**config.mk**
```make
export PLATFORM = sky130hd
export DESIGN_NAME = cpu_sequencer_flat
export DESIGN_NICKNAME = d
export VERILOG_FILES = /design/src/rtl/cpu_sequencer_if.sv /design/src/rtl/cpu_sequencer.sv /design/src/flat_wrapper.sv
export SDC_FILE = /design/constraint.sdc
export NUM_CORES = 1
export LEC_CHECK = 0
export ABC_AREA = 1
export CORE_MARGIN = 2
export CORE_UTILIZATION = 41
export DETAILED_ROUTE_END_ITERATION = 6
export GPL_TIMING_DRIVEN = 0
export PLACE_DENSITY = 0.79
export SETUP_SLACK_MARGIN = 0.02
export SLEW_MARGIN = 20
export SYNTH_ARGS = -nofsm -noshare
export SYNTH_HDL_FRONTEND = slang
export SYNTH_SLANG_ARGS = --single-unit
```
**constraint.sdc**
```tcl
create_clock -name clk -period 1.75 [get_ports clk]
set_input_delay 0.35 -clock clk [delete_from_list [all_inputs] [get_ports clk]]
set_output_delay 0.35 -clock clk [all_outputs]
set_load 0.01 [all_outputs]
```
**src/rtl/cpu_sequencer_if.sv**
```systemverilog
// Sequencer bus: run/ROM/flag inputs and PC/RAM/datapath controls.
// The step input exists only when SEQ_STEP_EN is defined.
interface cpu_sequencer_if;
  logic        run;
  logic [7:0]  rom_data;
  logic [1:0]  flags;
`ifdef SEQ_STEP_EN
  logic        step;
`endif
  logic        pc_inc;
  logic        pc_load;
  logic [11:0] pc_value;
  logic [3:0]  instr;
  logic [3:0]  oprnd;
  logic [11:0] mem_addr;
  logic        ram_cs;
  logic        ram_we;
  logic        exec_en;
  logic        halted;
  logic [2:0]  state;

`ifdef SEQ_STEP_EN
  modport master (
    input  run, rom_data, flags, step,
    output pc_inc, pc_load, pc_value, instr, oprnd, mem_addr,
           ram_cs, ram_we, exec_en, halted, state
  );
  modport slave (
    output run, rom_data, flags, step,
    input  pc_inc, pc_load, pc_value, instr, oprnd, mem_addr,
           ram_cs, ram_we, exec_en, halted, state
  );
`else
  modport master (
    input  run, rom_data, flags,
    output pc_inc, pc_load, pc_value, instr, oprnd, mem_addr,
           ram_cs, ram_we, exec_en, halted, state
  );
  modport slave (
    output run, rom_data, flags,
    input  pc_inc, pc_load, pc_value, instr, oprnd, mem_addr,
           ram_cs, ram_we, exec_en, halted, state
  );
`endif
endinterface

```
**src/rtl/cpu_sequencer.sv**
```systemverilog
// Fetch/execute sequencer for a 4-bit-opcode CPU with Moore, registered outputs.
// Optional single-step input enabled by defining SEQ_STEP_EN.
module cpu_sequencer (
  input  logic                   clk,
  input  logic                   reset,
  cpu_sequencer_if.master        bus
);

  typedef enum logic [2:0] {
    S_IDLE   = 3'd0,
    S_FETCH0 = 3'd1,
    S_FETCH1 = 3'd2,
    S_EXEC   = 3'd3,
    S_HALT   = 3'd4
  } state_e;

  localparam logic [3:0] OP_JC   = 4'h8;
  localparam logic [3:0] OP_JNC  = 4'h9;
  localparam logic [3:0] OP_JZ   = 4'hA;
  localparam logic [3:0] OP_JNZ  = 4'hB;
  localparam logic [3:0] OP_JMP  = 4'hC;
  localparam logic [3:0] OP_LD   = 4'hD;
  localparam logic [3:0] OP_ST   = 4'hE;
  localparam logic [3:0] OP_HALT = 4'hF;

  state_e      state_q, state_d;
  logic [3:0]  instr_q, instr_d;
  logic [3:0]  oprnd_q, oprnd_d;
  logic [7:0]  addr_lo_q, addr_lo_d;
`ifdef SEQ_STEP_EN
  logic        step_mode_q, step_mode_d;
`endif

  logic        pc_inc_q, pc_inc_d;
  logic        pc_load_q, pc_load_d;
  logic        ram_cs_q, ram_cs_d;
  logic        ram_we_q, ram_we_d;
  logic        exec_en_q, exec_en_d;
  logic        halted_q, halted_d;

  function automatic logic jump_taken(input logic [3:0] op, input logic [1:0] flg);
    logic taken;
    case (op)
      OP_JC:   taken = flg[1];
      OP_JNC:  taken = ~flg[1];
      OP_JZ:   taken = flg[0];
      OP_JNZ:  taken = ~flg[0];
      OP_JMP:  taken = 1'b1;
      default: taken = 1'b0;
    endcase
    return taken;
  endfunction

  // State and latched instruction fields
  always_ff @(posedge clk or posedge reset) begin
    if (reset) begin
      state_q     <= S_IDLE;
      instr_q     <= 4'h0;
      oprnd_q     <= 4'h0;
      addr_lo_q   <= 8'h00;
`ifdef SEQ_STEP_EN
      step_mode_q <= 1'b0;
`endif
    end else begin
      state_q     <= state_d;
      instr_q     <= instr_d;
      oprnd_q     <= oprnd_d;
      addr_lo_q   <= addr_lo_d;
`ifdef SEQ_STEP_EN
      step_mode_q <= step_mode_d;
`endif
    end
  end

  // Next-state and field-latch decode
  always_comb begin
    state_d   = state_q;
    instr_d   = instr_q;
    oprnd_d   = oprnd_q;
    addr_lo_d = addr_lo_q;
`ifdef SEQ_STEP_EN
    step_mode_d = step_mode_q;
`endif
    case (state_q)
      S_IDLE: begin
        if (bus.run) begin
          state_d = S_FETCH0;
`ifdef SEQ_STEP_EN
          step_mode_d = 1'b0;
        end else if (bus.step) begin
          state_d     = S_FETCH0;
          step_mode_d = 1'b1;
`endif
        end else begin
          state_d = S_IDLE;
        end
      end
      S_FETCH0: begin
        instr_d = bus.rom_data[7:4];
        oprnd_d = bus.rom_data[3:0];
        if (bus.rom_data[7:4] == OP_HALT) begin
          state_d = S_HALT;
        end else if (bus.rom_data[7] == 1'b1) begin
          state_d = S_FETCH1;
        end else begin
          state_d = S_EXEC;
        end
      end
      S_FETCH1: begin
        addr_lo_d = bus.rom_data;
        state_d   = S_EXEC;
      end
      S_EXEC: begin
`ifdef SEQ_STEP_EN
        // A stepped instruction always parks in IDLE afterwards.
        if (bus.run && !step_mode_q) begin
`else
        if (bus.run) begin
`endif
          state_d = S_FETCH0;
        end else begin
          state_d = S_IDLE;
        end
      end
      S_HALT: begin
        state_d = S_HALT;
      end
      default: begin
        state_d = S_IDLE;
      end
    endcase
  end

  // Output decode from the upcoming state; flags are captured on the edge into EXEC
  always_comb begin
    pc_inc_d  = 1'b0;
    pc_load_d = 1'b0;
    ram_cs_d  = 1'b0;
    ram_we_d  = 1'b0;
    exec_en_d = 1'b0;
    halted_d  = 1'b0;
    case (state_d)
      S_FETCH0, S_FETCH1: begin
        pc_inc_d = 1'b1;
      end
      S_EXEC: begin
        exec_en_d = 1'b1;
        pc_load_d = jump_taken(instr_d, bus.flags);
        if ((instr_d == OP_LD) || (instr_d == OP_ST)) begin
          ram_cs_d = 1'b1;
          ram_we_d = (instr_d == OP_ST);
        end else begin
          ram_cs_d = 1'b0;
          ram_we_d = 1'b0;
        end
      end
      S_HALT: begin
        halted_d = 1'b1;
      end
      default: begin
        pc_inc_d = 1'b0;
      end
    endcase
  end

  // Output registers
  always_ff @(posedge clk or posedge reset) begin
    if (reset) begin
      pc_inc_q  <= 1'b0;
      pc_load_q <= 1'b0;
      ram_cs_q  <= 1'b0;
      ram_we_q  <= 1'b0;
      exec_en_q <= 1'b0;
      halted_q  <= 1'b0;
    end else begin
      pc_inc_q  <= pc_inc_d;
      pc_load_q <= pc_load_d;
      ram_cs_q  <= ram_cs_d;
      ram_we_q  <= ram_we_d;
      exec_en_q <= exec_en_d;
      halted_q  <= halted_d;
    end
  end

  assign bus.pc_inc   = pc_inc_q;
  assign bus.pc_load  = pc_load_q;
  assign bus.pc_value = {oprnd_q, addr_lo_q};
  assign bus.mem_addr = {oprnd_q, addr_lo_q};
  assign bus.instr    = instr_q;
  assign bus.oprnd    = oprnd_q;
  assign bus.ram_cs   = ram_cs_q;
  assign bus.ram_we   = ram_we_q;
  assign bus.exec_en  = exec_en_q;
  assign bus.halted   = halted_q;
  assign bus.state    = state_q;

endmodule
```
**src/flat_wrapper.sv**
```systemverilog
// flat-port wrapper written by rule: the top's interface ports become plain ports
module cpu_sequencer_flat 
  (clk, reset, bus_run, bus_rom_data, bus_flags, bus_pc_inc, bus_pc_load, bus_pc_value, bus_instr, bus_oprnd, bus_mem_addr, bus_ram_cs, bus_ram_we, bus_exec_en, bus_halted, bus_state);
  cpu_sequencer_if bus_i ();
  input  logic clk;
  input  logic reset;
  input wire logic [$bits(bus_i.run)-1:0] bus_run;
  input wire logic [$bits(bus_i.rom_data)-1:0] bus_rom_data;
  input wire logic [$bits(bus_i.flags)-1:0] bus_flags;
  output wire logic [$bits(bus_i.pc_inc)-1:0] bus_pc_inc;
  output wire logic [$bits(bus_i.pc_load)-1:0] bus_pc_load;
  output wire logic [$bits(bus_i.pc_value)-1:0] bus_pc_value;
  output wire logic [$bits(bus_i.instr)-1:0] bus_instr;
  output wire logic [$bits(bus_i.oprnd)-1:0] bus_oprnd;
  output wire logic [$bits(bus_i.mem_addr)-1:0] bus_mem_addr;
  output wire logic [$bits(bus_i.ram_cs)-1:0] bus_ram_cs;
  output wire logic [$bits(bus_i.ram_we)-1:0] bus_ram_we;
  output wire logic [$bits(bus_i.exec_en)-1:0] bus_exec_en;
  output wire logic [$bits(bus_i.halted)-1:0] bus_halted;
  output wire logic [$bits(bus_i.state)-1:0] bus_state;
  assign bus_i.run = bus_run;
  assign bus_i.rom_data = bus_rom_data;
  assign bus_i.flags = bus_flags;
  assign bus_pc_inc = bus_i.pc_inc;
  assign bus_pc_load = bus_i.pc_load;
  assign bus_pc_value = bus_i.pc_value;
  assign bus_instr = bus_i.instr;
  assign bus_oprnd = bus_i.oprnd;
  assign bus_mem_addr = bus_i.mem_addr;
  assign bus_ram_cs = bus_i.ram_cs;
  assign bus_ram_we = bus_i.ram_we;
  assign bus_exec_en = bus_i.exec_en;
  assign bus_halted = bus_i.halted;
  assign bus_state = bus_i.state;
  cpu_sequencer u_core (.clk(clk), .reset(reset), .bus(bus_i));
endmodule
```
* Word-level counts from Yosys, hierarchy flattened
Index checks and enable logic that the tools add are counted.
Storage, ports and cells: bits in registers 25, logic and storage cells 46
Cells by class: reductions and logical operators 4, mux-type cells 14, bitwise gates (word level) 2, eq/ne operators 16
Operators by type and width (count):
- equality test 4 bit, second input constant | 8
- equality test 3 x 2 -> 1 bit, second input constant | 4
- case mux 3 bit (4 select lines) | 1
- two-way mux 1 bit | 10
- equality test 3 x 1 -> 1 bit, second input constant | 2
- equality test 3 bit, second input constant | 2
- case mux 1 bit (5 select lines) | 1
- two-way mux 4 bit | 1
- OR reduction 2 bit | 2
- logical NOT 3 bit | 1
- two-way mux 3 bit | 1
- inverter 1 bit | 2
- logical OR 1 bit | 1

* Logic depth before layout (Yosys ltp)
word-level depth 6, mapped depth 8, gate-level depth less buffers 8

* Least setup slack after synthesis
OpenSTA, ideal clock, no wires.
kind register to register, start point register u_core.state_q[1] (netlist: u_core.bus.state[1]), end point register u_core.ram_we_q (netlist: u_core.bus.ram_we), path slack 0.457 ns, setup time 0.117 ns, arrival time 1.176 ns, cell stages (with the launch flop) 9, cell sequence dfrtp_1 inv_1 nand2_2 nor2_2 nand2_2 o21ai_1 inv_1 nand3_2 nor2_1
Between the ends: longest elaborated chain between the ends 6, elaborated cells between the ends (all ways) 14, those cells by class 7 x eq/ne; 4 x mux; 3 x reduce/logical
RTL lines:
- start, declared | line cpu_sequencer.sv:26 | state_e state_q, state_d;
- start signal, assigned | line cpu_sequencer.sv:65 | state_q <= state_d;
- equality test 3 x 1 -> 1 bit * | line cpu_sequencer.sv:84 | case (state_q)
- two-way mux 4 bit * | line cpu_sequencer.sv:84
- named net u_core.instr_d[3] | line cpu_sequencer.sv:27 | logic [3:0] instr_q, instr_d;
- equality test 4 bit, on equally long branches | line cpu_sequencer.sv:149, cpu_sequencer.sv:151
- logical OR 1 bit | line cpu_sequencer.sv:149 | if ((instr_d == OP_LD) || (instr_d == OP_ST)) begin
- two-way mux 1 bit * | line cpu_sequencer.sv:149
- two-way mux 1 bit * | line cpu_sequencer.sv:142 | case (state_d)
- named net u_core.ram_we_d | line cpu_sequencer.sv:37 | logic ram_we_q, ram_we_d;
- end signal, assigned | line cpu_sequencer.sv:179 | ram_we_q <= ram_we_d;
- end, declared | line cpu_sequencer.sv:37
Mark *: on every way through the listed nets, which the timed path passes. The rest lies on a longest branch. A chain may end at the register's enable or synchronous reset.

* Worst setup path in the final report
start point register u_core.addr_lo_q[3], end point output port bus_pc_value[3]
RTL lines:
- start, declared | line cpu_sequencer.sv:29 | logic [7:0] addr_lo_q, addr_lo_d;
- start signal, assigned | line cpu_sequencer.sv:68 | addr_lo_q <= addr_lo_d;
- end, declared | line flat_wrapper.sv:12 | output wire logic [$bits(bus_i.pc_value)-1:0] bus_pc_value;
No word-level cell between the ends.

==> results.sh <==
export IMPL_status="finished clean"
export IMPL_period_share_pct=95.48
export IMPL_grt_overflow=0
export IMPL_finalSetupViolations=0
export IMPL_p_leak_uw=0.001046
export IMPL_worst_endpoint_arrival_ps=1320
export IMPL_synth_top_family_by_area="simple AND/OR/NAND/NOR gates"
export IMPL_drv_cap=0
export IMPL_cts_root_buf="clkbuf_4"
export IMPL_drive_gt1_share_pct=25.38
export IMPL_wl_per_cell_um=13.00
export IMPL_final_common_cell="clkdlybuf4s50_1"
export IMPL_synth_compound_area_share_pct=7.194
export IMPL_core_um2=2781
export IMPL_gp_congestion=0.8101
export IMPL_ys_types=19
export IMPL_yosys_warnings=0
export IMPL_clkTransAtPathRegs_ps=130
export IMPL_fmax_mhz=598.5
export IMPL_port_buffers=53
export IMPL_ant_nets=0
export IMPL_grt_pass1_wl_um=4747
export IMPL_clockBufferDepth=2
export IMPL_synth_seq_area_share_pct=51.39
export IMPL_drtIter0Drc=22
export IMPL_ios=54
export IMPL_ir_drop_mv=1.349
export IMPL_final_cell_mix="clkdlybuf4s50_1 (38), nand2_1 (28), buf_4 (22), dfrtp_1 (22), inv_1 (16)"
export IMPL_die_y_um=58.49
export IMPL_worstPathRequired_ps=1400
export IMPL_instances_no_fill=228
export IMPL_post_route_min_period_ps=1671
export IMPL_numCtsBuffers=3
export IMPL_synth_area_top_cells="dfrtp_1 (51%), buf_4 (9.9%), nand2_1 (8.6%)"
export IMPL_final_nets=211
export IMPL_antenna_found_initial=0
export IMPL_start_util_pct=43.77
export IMPL_skew_ps=5.224
export IMPL_synth_adder_area_share_pct=0
export IMPL_placed_cells=218
export IMPL_grt_max_degree=26
export IMPL_grt_usage_pct=17.83
export IMPL_wl_um=2963
export IMPL_synth_area_um2=1217
export IMPL_cp_start_kind="register"
export IMPL_clock_latency_ps=310
export IMPL_netlist_instances=134
export IMPL_synthMuxAreaShare_pct=0
export IMPL_yosys_area_top_type="dfrtp_1"
export IMPL_drc=0
export IMPL_vias=1100
export IMPL_via_per_inst=4.825
export IMPL_pwr_density_cell_nw_per_um2=1905
export IMPL_grt_pass1_vias=1079
export IMPL_num_antenna_cells=0
export IMPL_dieArea_um2=3421
export IMPL_grt_setup_unrepaired="no"
export IMPL_slew_headroom_pct=37.75
export IMPL_syn_area_per_cell_um2=9.085
export IMPL_worst_pin_slew_ps=932.7
export IMPL_cts_tree="done"
export IMPL_finalSetupTns_ps=0
export IMPL_slew_violations=0
export IMPL_syn_to_final_growth_pct=55.40
export IMPL_holdBufCountCts=0
export IMPL_firstDrtPassIters=4
export IMPL_hold_viol_final=0
export IMPL_synth_top_area_share_pct=51.39
export IMPL_core_rowCount=19
export IMPL_critPathKind="register to primary output"
export IMPL_cts_sinks=25
export IMPL_die_w_um=58.49
export IMPL_yosys_area_share_simple_pct=24.36
export IMPL_crit_fanout=3
export IMPL_min_path_type="register to register"
export IMPL_ys_ff_latch=25
export IMPL_synth_xor_area_share_pct=0
export IMPL_place_hpwl_um=2269
export IMPL_syn_nets=147
export IMPL_endpoint_kind="primary output"
export IMPL_htree_levels=1
-- layout make-up --
class | count | area [µm²]
inverter | 19 | 71.32
timing repair buffer | 59 | 601.8
sequential | 25 | 629.4
tap | 31 | 38.79
fill | 247 | 889.6
buffer | 18 | 136.4
multi-input combinational | 72 | 384.1
clock inverter | 1 | 7.507
clock buffer | 3 | 22.52
-- cells in the mapped netlist, drive strengths merged --
cell and instances:
a21oi 2, buf 18, dfrtp 25, inv 19, nand2 35, nand3 12
nand4 3, nor2 5, nor3 1, o21ai 14
-- metrics by stage --
step	total power, µW	area [µm²]	hold WS (ps)	util, %	setup WS (ps)
floorplan	2231	1217	377.3	-	456.7
global placement	3242	1787	496.7	64.24	266.7
detailed placement	3333	1787	500.3	64.24	221.4
CTS	3589	1823	532.3	65.54	13.22
global route	3874	1892	589.7	68.02	22.96
finish	3605	1892	536.0	68.02	79.04
-- cell families (layout without fill, tap and decap cells) --
logic type             Yosys count  in the layout
AND/OR/NAND/NOR                 56             56
buffers and inverters           37            100
flip-flops                      25             25
AO/OA/AOI/OAI                   16             16
-- worst max-delay path, cell delays in order (launching register included) --
cell and delay [ps]:
dfrtp_1 390, buf_4 110, clkdlybuf4s50_1 520
-- power by group --
| part | total, µW | internal, µW | switching [µW] |
|---|---|---|---|
| Sequential | 1040 | 840 | 200 |
| Combinational | 2310 | 1250 | 1060 |
| Clock | 254 | 87.2 | 167 |
-- state kept, by name, indices dropped and copies added, names as in the netlist --
name,flops
u_core.addr_lo_q,8
u_core.bus.exec_en,1
u_core.bus.halted,1
u_core.bus.instr,4
u_core.bus.oprnd,4
u_core.bus.pc_inc,1
u_core.bus.pc_load,1
u_core.bus.ram_cs,1
u_core.bus.ram_we,1
u_core.bus.state,3
-- per-layer routing --
layer	routed length [µm]	track usage (%)
met2	1511	34.03
met3	236	2.857
met4	9	2.990
met5	0	0
met1	1205	21.14
-- repair_timing --
action	in CTS	in global routing
setup endpoints to repair	6	14
setup buffers	1	5
gates resized for setup	5	13
pin swaps	0	0
-- path summary, 6_finish.rpt --
| kind | start | to | slack, ps | depth (start not counted) |
|---|---|---|---|---|
| worst max-delay path | u_core.addr_lo_q[3]$_DFFE_PP0P_ | bus_pc_value[3] | 80 | 2 |
| worst max register to register | u_core.bus.state[1]$_DFF_PP0_ | u_core.bus.ram_we$_DFF_PP0_ | 300 | 8 |
| max in group asynchronous | reset | u_core.bus.state[2]$_DFF_PP0_ | 570 | 2 |
| worst min-delay path | u_core.addr_lo_q[3]$_DFFE_PP0P_ | u_core.addr_lo_q[3]$_DFFE_PP0P_ | 540 | 2 |
| worst min register to register | u_core.addr_lo_q[3]$_DFFE_PP0P_ | u_core.addr_lo_q[3]$_DFFE_PP0P_ | 540 | 2 |
| min in group asynchronous | reset | u_core.addr_lo_q[6]$_DFFE_PP0P_ | 550 | 2 |
Note: power is estimated with default switching activity, not from simulation.
